`config.mk`:
```
export PLATFORM = sky130hd
export DESIGN_NAME = alu_arbiter_flat
export DESIGN_NICKNAME = d
export VERILOG_FILES = /design/src/rtl/alu_arb_pkg.sv /design/src/rtl/alu_arbiter_if.sv /design/src/rtl/alu.sv /design/src/rtl/alu_arb_pick.sv /design/src/rtl/alu_arbiter.sv /design/src/flat_wrapper.sv
export SDC_FILE = /design/constraint.sdc
export NUM_CORES = 1
export LEC_CHECK = 0
export BUFFER_PORTS_ARGS = -buffer_cell sky130_fd_sc_hd__buf_2
export CELL_PAD_IN_SITES_DETAIL_PLACEMENT = 1
export CELL_PAD_IN_SITES_GLOBAL_PLACEMENT = 2
export CORE_ASPECT_RATIO = 2
export CORE_MARGIN = 2
export CORE_UTILIZATION = 37
export DETAILED_ROUTE_END_ITERATION = 8
export PLACE_DENSITY_LB_ADDON = 0.05
export REMOVE_ABC_BUFFERS = 1
export SLEW_MARGIN = 10
export SYNTH_ARGS = -nofsm -noshare
export SYNTH_HDL_FRONTEND = slang
export SYNTH_SLANG_ARGS = --single-unit
```
`constraint.sdc`:
```
create_clock -name clk -period 7.92 [get_ports clk]
set_input_delay 1.188 -clock clk [delete_from_list [all_inputs] [get_ports clk]]
set_output_delay 1.188 -clock clk [all_outputs]
set_load 0.05 [all_outputs]
```
`src/rtl/alu_arb_pkg.sv`:
```
// alu_arb_pkg: shared types for the two-requester ALU arbiter.
// FSM state encoding, requester count and the requester index type.
package alu_arb_pkg;

    localparam int NUM_REQ = 2;

    typedef enum logic [1:0] {
        IDLE = 2'd0,
        EXEC = 2'd1,
        RESP = 2'd2
    } state_t;

    typedef logic [$clog2(NUM_REQ)-1:0] req_idx_t;

    // One-hot mask with only the bit for the given requester set.
    function automatic logic [NUM_REQ-1:0] idx_to_mask(input req_idx_t idx);
        logic [NUM_REQ-1:0] mask;
        mask      = '0;
        mask[idx] = 1'b1;
        return mask;
    endfunction

endpackage

```
`src/rtl/alu_arbiter_if.sv`:
```
// alu_arbiter_if: request/response channels between the requesters and the
// arbiter. master = requester side, slave = arbiter side.
interface alu_arbiter_if import alu_arb_pkg::*; #(
    parameter int W   = 32,
    parameter int OPW = 4
);

    logic [NUM_REQ-1:0]          req_valid;
    logic [NUM_REQ-1:0]          req_ready;
    logic [NUM_REQ-1:0][W-1:0]   req_a;
    logic [NUM_REQ-1:0][W-1:0]   req_b;
    logic [NUM_REQ-1:0][OPW-1:0] req_op;
    logic [NUM_REQ-1:0]          rsp_valid;
    logic [NUM_REQ-1:0]          rsp_ready;
    logic [W-1:0]                rsp_res;
    logic [3:0]                  rsp_flags;

    modport master (
        output req_valid, req_a, req_b, req_op, rsp_ready,
        input  req_ready, rsp_valid, rsp_res, rsp_flags
    );

    modport slave (
        input  req_valid, req_a, req_b, req_op, rsp_ready,
        output req_ready, rsp_valid, rsp_res, rsp_flags
    );

endinterface

```
`src/rtl/alu.sv`:
```
// alu: shared combinational ALU. Op encodings: 0 add, 1 sub, 2 and, 3 or,
// 4 xor, 5 sll, 6 srl; other codes give 0. Flags are {N,Z,C,V}; C and V are
// only meaningful for add/sub. Shift amounts use all of b, so b >= W gives 0.
module alu #(
    parameter int W   = 32,
    parameter int OPW = 4
) (
    input  logic [W-1:0]   a,
    input  logic [W-1:0]   b,
    input  logic [OPW-1:0] op,
    output logic [W-1:0]   res,
    output logic [3:0]     flags
);

    localparam logic [OPW-1:0] OP_ADD = OPW'(0);
    localparam logic [OPW-1:0] OP_SUB = OPW'(1);
    localparam logic [OPW-1:0] OP_AND = OPW'(2);
    localparam logic [OPW-1:0] OP_OR  = OPW'(3);
    localparam logic [OPW-1:0] OP_XOR = OPW'(4);
    localparam logic [OPW-1:0] OP_SLL = OPW'(5);
    localparam logic [OPW-1:0] OP_SRL = OPW'(6);

    localparam int SHW = $clog2(W);

    logic [W:0]     wide;
    logic           carry;
    logic           ovf;
    logic           shift_big;
    logic [SHW-1:0] shamt;

    assign shamt     = b[SHW-1:0];
    assign shift_big = |b[W-1:SHW];

    // Evaluate the selected operation and derive the flag bits.
    always_comb begin
        res   = '0;
        wide  = '0;
        carry = 1'b0;
        ovf   = 1'b0;
        case (op)
            OP_ADD: begin
                wide  = {1'b0, a} + {1'b0, b};
                res   = wide[W-1:0];
                carry = wide[W];
                ovf   = (a[W-1] == b[W-1]) && (res[W-1] != a[W-1]);
            end
            OP_SUB: begin
                wide  = {1'b0, a} + {1'b0, ~b} + (W+1)'(1);
                res   = wide[W-1:0];
                carry = wide[W];
                ovf   = (a[W-1] != b[W-1]) && (res[W-1] != a[W-1]);
            end
            OP_AND: res = a & b;
            OP_OR:  res = a | b;
            OP_XOR: res = a ^ b;
            OP_SLL: res = shift_big ? '0 : (a << shamt);
            OP_SRL: res = shift_big ? '0 : (a >> shamt);
            default: res = '0;
        endcase
        flags = {res[W-1], (res == '0), carry, ovf};
    end

endmodule

```
`src/rtl/alu_arb_pick.sv`:
```
// alu_arb_pick: combinational grant picker for two requesters.
// Build option ALU_ARB_FIXED_PRIO_EN: requester 0 always wins a tie and the
// prio input does not exist; otherwise ties go to the requester named by prio.
module alu_arb_pick import alu_arb_pkg::*; (
    input  logic [NUM_REQ-1:0] valid,
`ifndef ALU_ARB_FIXED_PRIO_EN
    input  req_idx_t           prio,
`endif
    output req_idx_t           gnt,
    output logic               any
);

    // Pick the winner among the valid requesters.
    always_comb begin
        // NOTE: every output gets a default first so no latch is inferred.
        gnt = req_idx_t'(0);
        any = |valid;
`ifdef ALU_ARB_FIXED_PRIO_EN
        gnt = valid[0] ? req_idx_t'(0) : req_idx_t'(1);
`else
        case (valid)
            2'b01:   gnt = req_idx_t'(0);
            2'b10:   gnt = req_idx_t'(1);
            2'b11:   gnt = prio;
            default: gnt = req_idx_t'(0);
        endcase
`endif
    end

endmodule

```
`src/rtl/alu_arbiter.sv`:
```
// alu_arbiter: shares one combinational alu between two requesters.
// IDLE accepts one request, EXEC registers the ALU output, RESP holds the
// response until the granted requester takes it. One op in flight at a time.
// Build option ALU_ARB_FIXED_PRIO_EN: fixed priority to requester 0 instead of
// round-robin; the prio register is then absent.
module alu_arbiter import alu_arb_pkg::*; #(
    parameter int W   = 32,
    parameter int OPW = 4
) (
    input  logic          clk,
    input  logic          rst,
    alu_arbiter_if.slave  bus,
    output logic          busy
);

    state_t             state;
    req_idx_t           gnt;
`ifndef ALU_ARB_FIXED_PRIO_EN
    req_idx_t           prio;
`endif
    logic [W-1:0]       a_q;
    logic [W-1:0]       b_q;
    logic [OPW-1:0]     op_q;
    logic [W-1:0]       res_q;
    logic [3:0]         flags_q;
    logic [NUM_REQ-1:0] rsp_valid_q;

    req_idx_t           pick_gnt;
    logic               pick_any;
    logic [W-1:0]       alu_res;
    logic [3:0]         alu_flags;

    alu_arb_pick u_pick (
        .valid (bus.req_valid),
`ifndef ALU_ARB_FIXED_PRIO_EN
        .prio  (prio),
`endif
        .gnt   (pick_gnt),
        .any   (pick_any)
    );

    alu #(
        .W   (W),
        .OPW (OPW)
    ) u_alu (
        .a     (a_q),
        .b     (b_q),
        .op    (op_q),
        .res   (alu_res),
        .flags (alu_flags)
    );

    assign bus.rsp_valid = rsp_valid_q;
    assign bus.rsp_res   = res_q;
    assign bus.rsp_flags = flags_q;

    // Accept strobe: only in IDLE, never while reset is asserted.
    always_comb begin
        bus.req_ready = '0;
        if (!rst && (state == IDLE) && pick_any) begin
            bus.req_ready = idx_to_mask(pick_gnt);
        end
    end

    // Sequencer: capture operands, register the ALU output, hold the response.
    always_ff @(posedge clk) begin
        if (rst) begin
            // NOTE: operand and result registers are cleared as well, so a
            // dropped op leaves no trace on the response bus.
            state       <= IDLE;
            gnt         <= req_idx_t'(0);
`ifndef ALU_ARB_FIXED_PRIO_EN
            prio        <= req_idx_t'(0);
`endif
            a_q         <= '0;
            b_q         <= '0;
            op_q        <= '0;
            res_q       <= '0;
            flags_q     <= '0;
            rsp_valid_q <= '0;
            busy        <= 1'b0;
        end else begin
            // NOTE: all registered state is written with non-blocking
            // assignments so every branch sees the pre-edge values.
            case (state)
                IDLE: begin
                    if (pick_any) begin
                        a_q   <= bus.req_a[pick_gnt];
                        b_q   <= bus.req_b[pick_gnt];
                        op_q  <= bus.req_op[pick_gnt];
                        gnt   <= pick_gnt;
`ifndef ALU_ARB_FIXED_PRIO_EN
                        prio  <= ~pick_gnt;
`endif
                        state <= EXEC;
                        busy  <= 1'b1;
                    end
                end
                EXEC: begin
                    res_q       <= alu_res;
                    flags_q     <= alu_flags;
                    rsp_valid_q <= idx_to_mask(gnt);
                    state       <= RESP;
                end
                RESP: begin
                    if (bus.rsp_ready[gnt]) begin
                        rsp_valid_q <= '0;
                        state       <= IDLE;
                        busy        <= 1'b0;
                    end
                end
                default: begin
                    rsp_valid_q <= '0;
                    state       <= IDLE;
                    busy        <= 1'b0;
                end
            endcase
        end
    end

endmodule

```
`src/flat_wrapper.sv`:
```
// flat-port wrapper written by rule: the top's interface ports become plain ports
module alu_arbiter_flat import alu_arb_pkg::*;
#(
    parameter int W   = 32,
    parameter int OPW = 4
)
  (clk, rst, busy, bus_req_valid, bus_req_a, bus_req_b, bus_req_op, bus_rsp_ready, bus_req_ready, bus_rsp_valid, bus_rsp_res, bus_rsp_flags);
  alu_arbiter_if #(.W(W), .OPW(OPW)) bus_i ();
  input  logic clk;
  input  logic rst;
  output logic busy;
  input wire logic [$bits(bus_i.req_valid)-1:0] bus_req_valid;
  input wire logic [$bits(bus_i.req_a)-1:0] bus_req_a;
  input wire logic [$bits(bus_i.req_b)-1:0] bus_req_b;
  input wire logic [$bits(bus_i.req_op)-1:0] bus_req_op;
  input wire logic [$bits(bus_i.rsp_ready)-1:0] bus_rsp_ready;
  output wire logic [$bits(bus_i.req_ready)-1:0] bus_req_ready;
  output wire logic [$bits(bus_i.rsp_valid)-1:0] bus_rsp_valid;
  output wire logic [$bits(bus_i.rsp_res)-1:0] bus_rsp_res;
  output wire logic [$bits(bus_i.rsp_flags)-1:0] bus_rsp_flags;
  assign bus_i.req_valid = bus_req_valid;
  assign bus_i.req_a = bus_req_a;
  assign bus_i.req_b = bus_req_b;
  assign bus_i.req_op = bus_req_op;
  assign bus_i.rsp_ready = bus_rsp_ready;
  assign bus_req_ready = bus_i.req_ready;
  assign bus_rsp_valid = bus_i.rsp_valid;
  assign bus_rsp_res = bus_i.rsp_res;
  assign bus_rsp_flags = bus_i.rsp_flags;
  alu_arbiter #(.W(W), .OPW(OPW)) u_core (.clk(clk), .rst(rst), .bus(bus_i), .busy(busy));
endmodule
```
# Word-level counts from Yosys, hierarchy flattened
# Cells that the tools add are included.
# totals
input_bits	142
wordCells	84
ff_bits	111
out_inout_bits	41
# classes
magnitude_cmp	4
n_bitwise	7
add_sub_neg	3
reduce_logical	16
n_mux	26
n_eq_ne	16
shifts	2
# ops
op	n
$pmux W32 S7	1
$mux W32	6
$add A32 B32 Y33	2
$add A33 B1 Y33 const B	1
$and A32 B32 Y32	1
$logic_not A32 Y1	1
$not A32 Y32	1
$or A32 B32 Y32	1
$shl A32 B5 Y32	1
$shr A32 B5 Y32	1
$xor A32 B32 Y32	1
$reduce_or A27 Y1	1
$eq A4 B3 Y1 const B	3
$pmux W2 S3	2
$eq A4 B2 Y1 const B	2
$mux W4	2
$eq A2 B2 Y1 const B	3
$logic_and A1 B1 Y1	6
$mux W1	6
$mux W2	3
$pmux W1 S2	3
$reduce_and A2 Y1	3
$eq A4 B1 Y1 const B	1
$logic_not A4 Y1	1
13 further kinds	21

# Logic depth before layout (Yosys ltp)
# logic_depth
ltp_word	7
mapped_depth	17
mapped_depth_nobuf	15

# Modules after synthesis
# From an unflattened synthesis, not the netlist that was laid out.
# unflattened
hier_cells	1848
hier_area_um2	14462.6
# modules_own_cells
module	seq_area_each_um2	area_each_um2	n_inst	cells_each
alu	0.0	9744.3	1	1350
alu_arbiter	2222.1	4700.8	1	495
alu_arb_pick	0.0	17.5	1	3

# Worst setup path after synthesis
# No wires, ideal clock.
# synth_timing
kind	register to register
from	register u_core.b_q[2]
to	register u_core.flags_q[2] (netlist: u_core.bus.rsp_flags[2])
required_ns	7.836
path_stages_with_launch	18
arrival_time_ns	3.946
synth_period_minus_slack_ns	4.030
n_path_buf	4
slack_ns	3.890
setup_time_ns	0.084
cell_sequence	dfxtp_1 buf_2 buf_2 clkinv_1 buf_2 ha_1 buf_2 nor2b_2 o211ai_2 a2111oi_4 a21o_2 a211oi_1 a221o_1 a211o_1 nor4_1 and4_1 nand4_1 o31ai_2
# synth_via
elab_chain_len	5
word_cells_on_any_way	13
cone_classes	add/sub: 3; shift: 2; mux: 3; bitwise: 4; reduce/logical: 1
# synth_lines
item	line_no	text
from (decl)	alu_arbiter.sv:22	logic [W-1:0] b_q;
from (signal assigned)	alu_arbiter.sv:89	b_q <= bus.req_b[pick_gnt];
$not A32 Y32	alu.sv:48	wide = {1'b0, a} + {1'b0, ~b} + (W+1)'(1);
$add A32 B32 Y33	alu.sv:48	
$add A33 B1 Y33	alu.sv:48	
$pmux W32 S7 *	alu.sv:40	case (op)
$logic_not A32 Y1 *	alu.sv:60	flags = {res[W-1], (res == '0), carry, ovf};
to (signal assigned)	alu_arbiter.sv:101	flags_q <= alu_flags;
to (decl)	alu_arbiter.sv:25	logic [3:0] flags_q;
# Mark *: on every way between the ends. The rest lies on a longest branch, timed or not.
# A chain may end at the register's enable or synchronous reset.

# Worst setup path in the final report
# layout_timing
from	register u_core.b_q[1]
to	register u_core.flags_q[2] (netlist: u_core.bus.rsp_flags[2])
# The elaborated chain is that of the path after synthesis.

==> summary.json <==
{
  "gp_congestion": {"value": 1.02},
  "cts.repair_timing.setup_buffer_count": {"value": 0},
  "critical-path-top-cell-by-count": {"value": "nand4_1"},
  "final_layout_size_suffix_gt1_share": {"value": 19.4, "unit": "%"},
  "routedWlPerCell": {"value": 31.2, "unit": "µm"},
  "nFillCells": {"value": 4630},
  "number_of_buffers_added_by_the_clock_tree_synthesis_step": {"value": 9},
  "vias": {"value": 15900},
  "crit_path_max_fanout": {"value": 45},
  "die_y": {"value": 277, "unit": "µm"},
  "crit_required": {"value": 8230, "unit": "ps"},
  "simple_gate_area_share_of_the_yosys_netlist": {"value": 20.3, "unit": "%"},
  "finalCritPeriodShare": {"value": 69.5, "unit": "%"},
  "ordered_cell_list_for_the_critical_path": {"value": "inv_2 -> ha_1 -> nor2_1 -> o311ai_1 -> a21oi_1 -> a21o_1 -> a221oi_1 -> nand2_1 -> a211oi_1 -> nand4_1 -> nor4_2 -> nand4_1 -> o31ai_2"},
  "peak_supply_drop": {"value": 120, "unit": "µV"},
  "synthDistinctLibCells": {"value": 90},
  "slew_headroom": {"value": 13.2, "unit": "%"},
  "power.leakage": {"value": 6.02, "unit": "nW"},
  "drt_first_pass_iters": {"value": 7},
  "initial_utilization": {"value": 37.2, "unit": "%"},
  "nNetsFinal": {"value": 2137},
  "clock_tree_from_tritoncts": {"value": "done"},
  "antenna_violations_before_repair": {"value": 0},
  "proportion_of_synthesized_chip_area_in_sequential_cells": {"value": 16.0, "unit": "%"},
  "wire_length_of_the_first_global_routing_pass": {"value": 107000, "unit": "µm"},
  "grt_overflow_total": {"value": 0},
  "critical_path_class": {"value": "flip-flop to flip-flop"},
  "min_path_type": {"value": "flip-flop to flip-flop"},
  "postSynthRegisterBits": {"value": 110},
  "timing.final.hold_violations": {"value": 0},
  "compound_cell_area_share_of_the_yosys_netlist": {"value": 29.8, "unit": "%"},
  "clk_root_buffer_cell": {"value": "clkbuf_16"},
  "status": {"value": "completed"},
  "synth_cells": {"value": 1819},
  "synth_flop_cell": {"value": "dfxtp_1"},
  "cts.clk_slew.worst_paths": {"value": 90, "unit": "ps"},
  "clk_path_buf_depth": {"value": 2},
  "async_s_r_ff_share_synth": {"value": 0, "unit": "%"},
  "delay_of_the_slowest_cell_on_the_worst_path": {"value": 970, "unit": "ps"},
  "synth_adder_area_share": {"value": 9.54, "unit": "%"},
  "synthXorXnorAreaFrac": {"value": 0.762, "unit": "%"},
  "cap_viol_max_count": {"value": 0},
  "syn-mean-instance-area": {"value": 7.58, "unit": "µm²"},
  "place.port_buffers": {"value": 182},
  "core_area": {"value": 0.0370, "unit": "mm²"},
  "post_synth_mux_area_share": {"value": 14.9, "unit": "%"},
  "critPathArrivalTime": {"value": 5820, "unit": "ps"},
  "final.setup.tns": {"value": 0, "unit": "ps"},
  "unrepaired_setup_endpoints_after_global_routing": {"value": "false"},
  "synth_top_family_by_area": {"value": "compound AO/OA/AOI/OAI gates"},
  "core.rowCount": {"value": 100},
  "syn2layout_area_growth": {"value": 10.0, "unit": "%"},
  "skew": {"value": 16.7, "unit": "ps"},
  "worstMarginPinSlew": {"value": 1300, "unit": "ps"},
  "final-setup-viol-count": {"value": 0},
  "detail_route.wirelength": {"value": 73500, "unit": "µm"},
  "boundaryPins": {"value": 183},
  "detailedRoute.firstIterationViolations": {"value": 1254},
  "die_area": {"value": 0.0389, "unit": "mm²"},
  "floorplan.die.width": {"value": 141, "unit": "µm"},
  "avgViaCountPerCell": {"value": 6.73},
  "grt_pass1_vias": {"value": 16600},
  "holdBufCountCts": {"value": 0},
  "syn_std_cell_area": {"value": 0.0138, "unit": "mm²"},
  "power.density": {"value": 195, "unit": "mW/mm²"},
  "numClockSinks": {"value": 110},
  "timing.final.crit_period": {"value": 5510, "unit": "ps"},
  "start_kind": {"value": "flip-flop"},
  "grt_start_max_net_pins": {"value": 55},
  "synthesis_warnings": {"value": 0},
  "clock_tree.htree_level_count": {"value": 3},
  "global_route_usage_over_all_layers": {"value": 37.1, "unit": "%"},
  "antenna_left": {"value": 0},
  "slowest_stage": {"value": "o311ai_1"},
  "clk-insertion-delay-late": {"value": 400, "unit": "ps"},
  "worst_setup_path_end_kind": {"value": "flip-flop"},
  "post_synth_edffs": {"value": 0},
  "detail_placement_hpwl": {"value": 56800, "unit": "µm"},
  "remaining_drc_errors": {"value": 0},
  "fmaxAchievable": {"value": 182, "unit": "MHz"},
  "cts_resized": {"value": 0},
  "final_util": {"value": 41.0, "unit": "%"},
  "timing.final.max_slew_violations": {"value": 0}
}
cell usage in the layout, fill, tap and decap left out, drive strengths merged, types with 20 or more instances in the layout:
| master | count |
|---|---|
| dfxtp | 110 |
| nand2 | 236 |
| nor3 | 38 |
| a222oi | 30 |
| nor2b | 24 |
| nand3 | 24 |
| inv | 106 |
| nor2 | 189 |
| a21oi | 120 |
| ha | 102 |
| a221oi | 22 |
| mux4 | 58 |
| o21ai | 95 |
| a211oi | 50 |
| buf | 227 |
| mux2 | 21 |
| nor4 | 22 |
| mux2i | 49 |
| o211ai | 20 |
| a22oi | 46 |
worst max-delay path: cells and delay by family, from the launching register on:
kind | cells | cell delay [ps]
adders and majority gates | 1 | 440
DFF | 1 | 760
AOI/OAI and AO/OA | 6 | 2650
and+or+nand+nor | 5 | 1160
buffers and inverters | 1 | 380
cells in the mapped netlist, types with 14 or more instances:
| cell type | instances | area (µm²) |
|---|---|---|
| o21ai_0 | 89 | 445 |
| buf_4 | 20 | 150 |
| mux2_2 | 21 | 236 |
| a211oi_1 | 49 | 368 |
| a22oi_1 | 46 | 345 |
| nand2_1 | 236 | 886 |
| nand4_1 | 17 | 106 |
| a222oi_1 | 30 | 300 |
| mux2i_1 | 49 | 490 |
| nand2b_1 | 15 | 93.8 |
| a21oi_1 | 120 | 601 |
| nor3_1 | 38 | 190 |
| nor4_1 | 18 | 113 |
| ha_1 | 102 | 1280 |
| a21o_1 | 14 | 105 |
| a221oi_1 | 22 | 193 |
| o211ai_1 | 18 | 135 |
| nor2_1 | 189 | 709 |
| nor2b_1 | 23 | 144 |
| clkbuf_1 | 100 | 375 |
| nand3_1 | 24 | 120 |
| buf_2 | 31 | 155 |
| a31oi_1 | 18 | 113 |
| o221ai_1 | 18 | 158 |
| inv_1 | 101 | 379 |
| dfxtp_1 | 110 | 2200 |
| mux4_2 | 50 | 1130 |
final timing paths:
kind	end	slack [ps]	cells past startpoint	startpoint
setup / recovery	u_core.bus.rsp_flags[2]$_SDFFE_PP0P_	2410	13	u_core.b_q[1]$_SDFFE_PP0P_
hold / removal	u_core.bus.rsp_res[15]$_SDFFE_PP0P_	460	2	u_core.bus.rsp_res[15]$_SDFFE_PP0P_
setup reg to reg	u_core.bus.rsp_flags[2]$_SDFFE_PP0P_	2410	13	u_core.b_q[1]$_SDFFE_PP0P_
hold reg to reg	u_core.bus.rsp_res[15]$_SDFFE_PP0P_	460	2	u_core.bus.rsp_res[15]$_SDFFE_PP0P_
per-layer routing:
layer  global-route usage, %  wire length [µm]  vias to the layer above
li1                        -                 -                     6924
met1                    36.2             24100                     7896
met2                    67.4             37600                      722
met3                    4.82              3810                      310
met4                    32.9              8060                        0
met5                       0                 0                        -
sequential cells by signal, indices dropped and copies added, names as in the netlist:
name and flops:
u_core.prio 1, u_core.b_q 32, u_core.gnt 1, u_core.bus.rsp_valid 2, u_core.state 2, u_core.bus.rsp_res 31, u_core.busy 1, u_core.op_q 4
u_core.bus.rsp_flags 4, u_core.a_q 32
area by class of cell:
type                       instances  area [µm²]  share of cell area [%]
clock buffer                      10         239                    1.58
sequential                       110        2210                    14.6
multi-input combinational       1439       10500                    68.9
timing repair buffer             227        1250                    8.23
inverter                         104         390                    2.57
clock inverter                     6        52.6                   0.346
antenna                            1        2.50                  0.0165
tap                              459         574                    3.79
per-stage QoR:
step	hold WS [ps]	area (µm²)	instances	worst slack (ps)	total power, mW
2_1_floorplan	421	13000	1653	1280	1.81
3_3_place_gp	442	14900	2339	2740	2.43
3_5_place_dp	451	14900	2339	2610	2.45
4_1_cts	464	15200	2355	2610	2.95
5_1_grt	497	15200	2355	2330	3.11
6_report	457	15200	2356	2410	2.96
report_power, final:
part	total [mW]	internal [mW]	leakage (nW)	switching, mW
Combinational	1.74	0.588	4.97	1.16
Clock	0.486	0.229	0.143	0.257
Sequential	0.734	0.616	0.908	0.118
Total	2.96	1.43	6.02	1.53
cell families (layout without fill, tap and decap cells):
family	count (synthesis)	in the layout
buf+inv	270	347
other cells	0	1
fa+ha+maj	104	104
mux	128	128
flops	110	110
compound gates	577	577
simple gates	618	618
xor+xnor	12	12
Power figures use the tool's default switching activity.
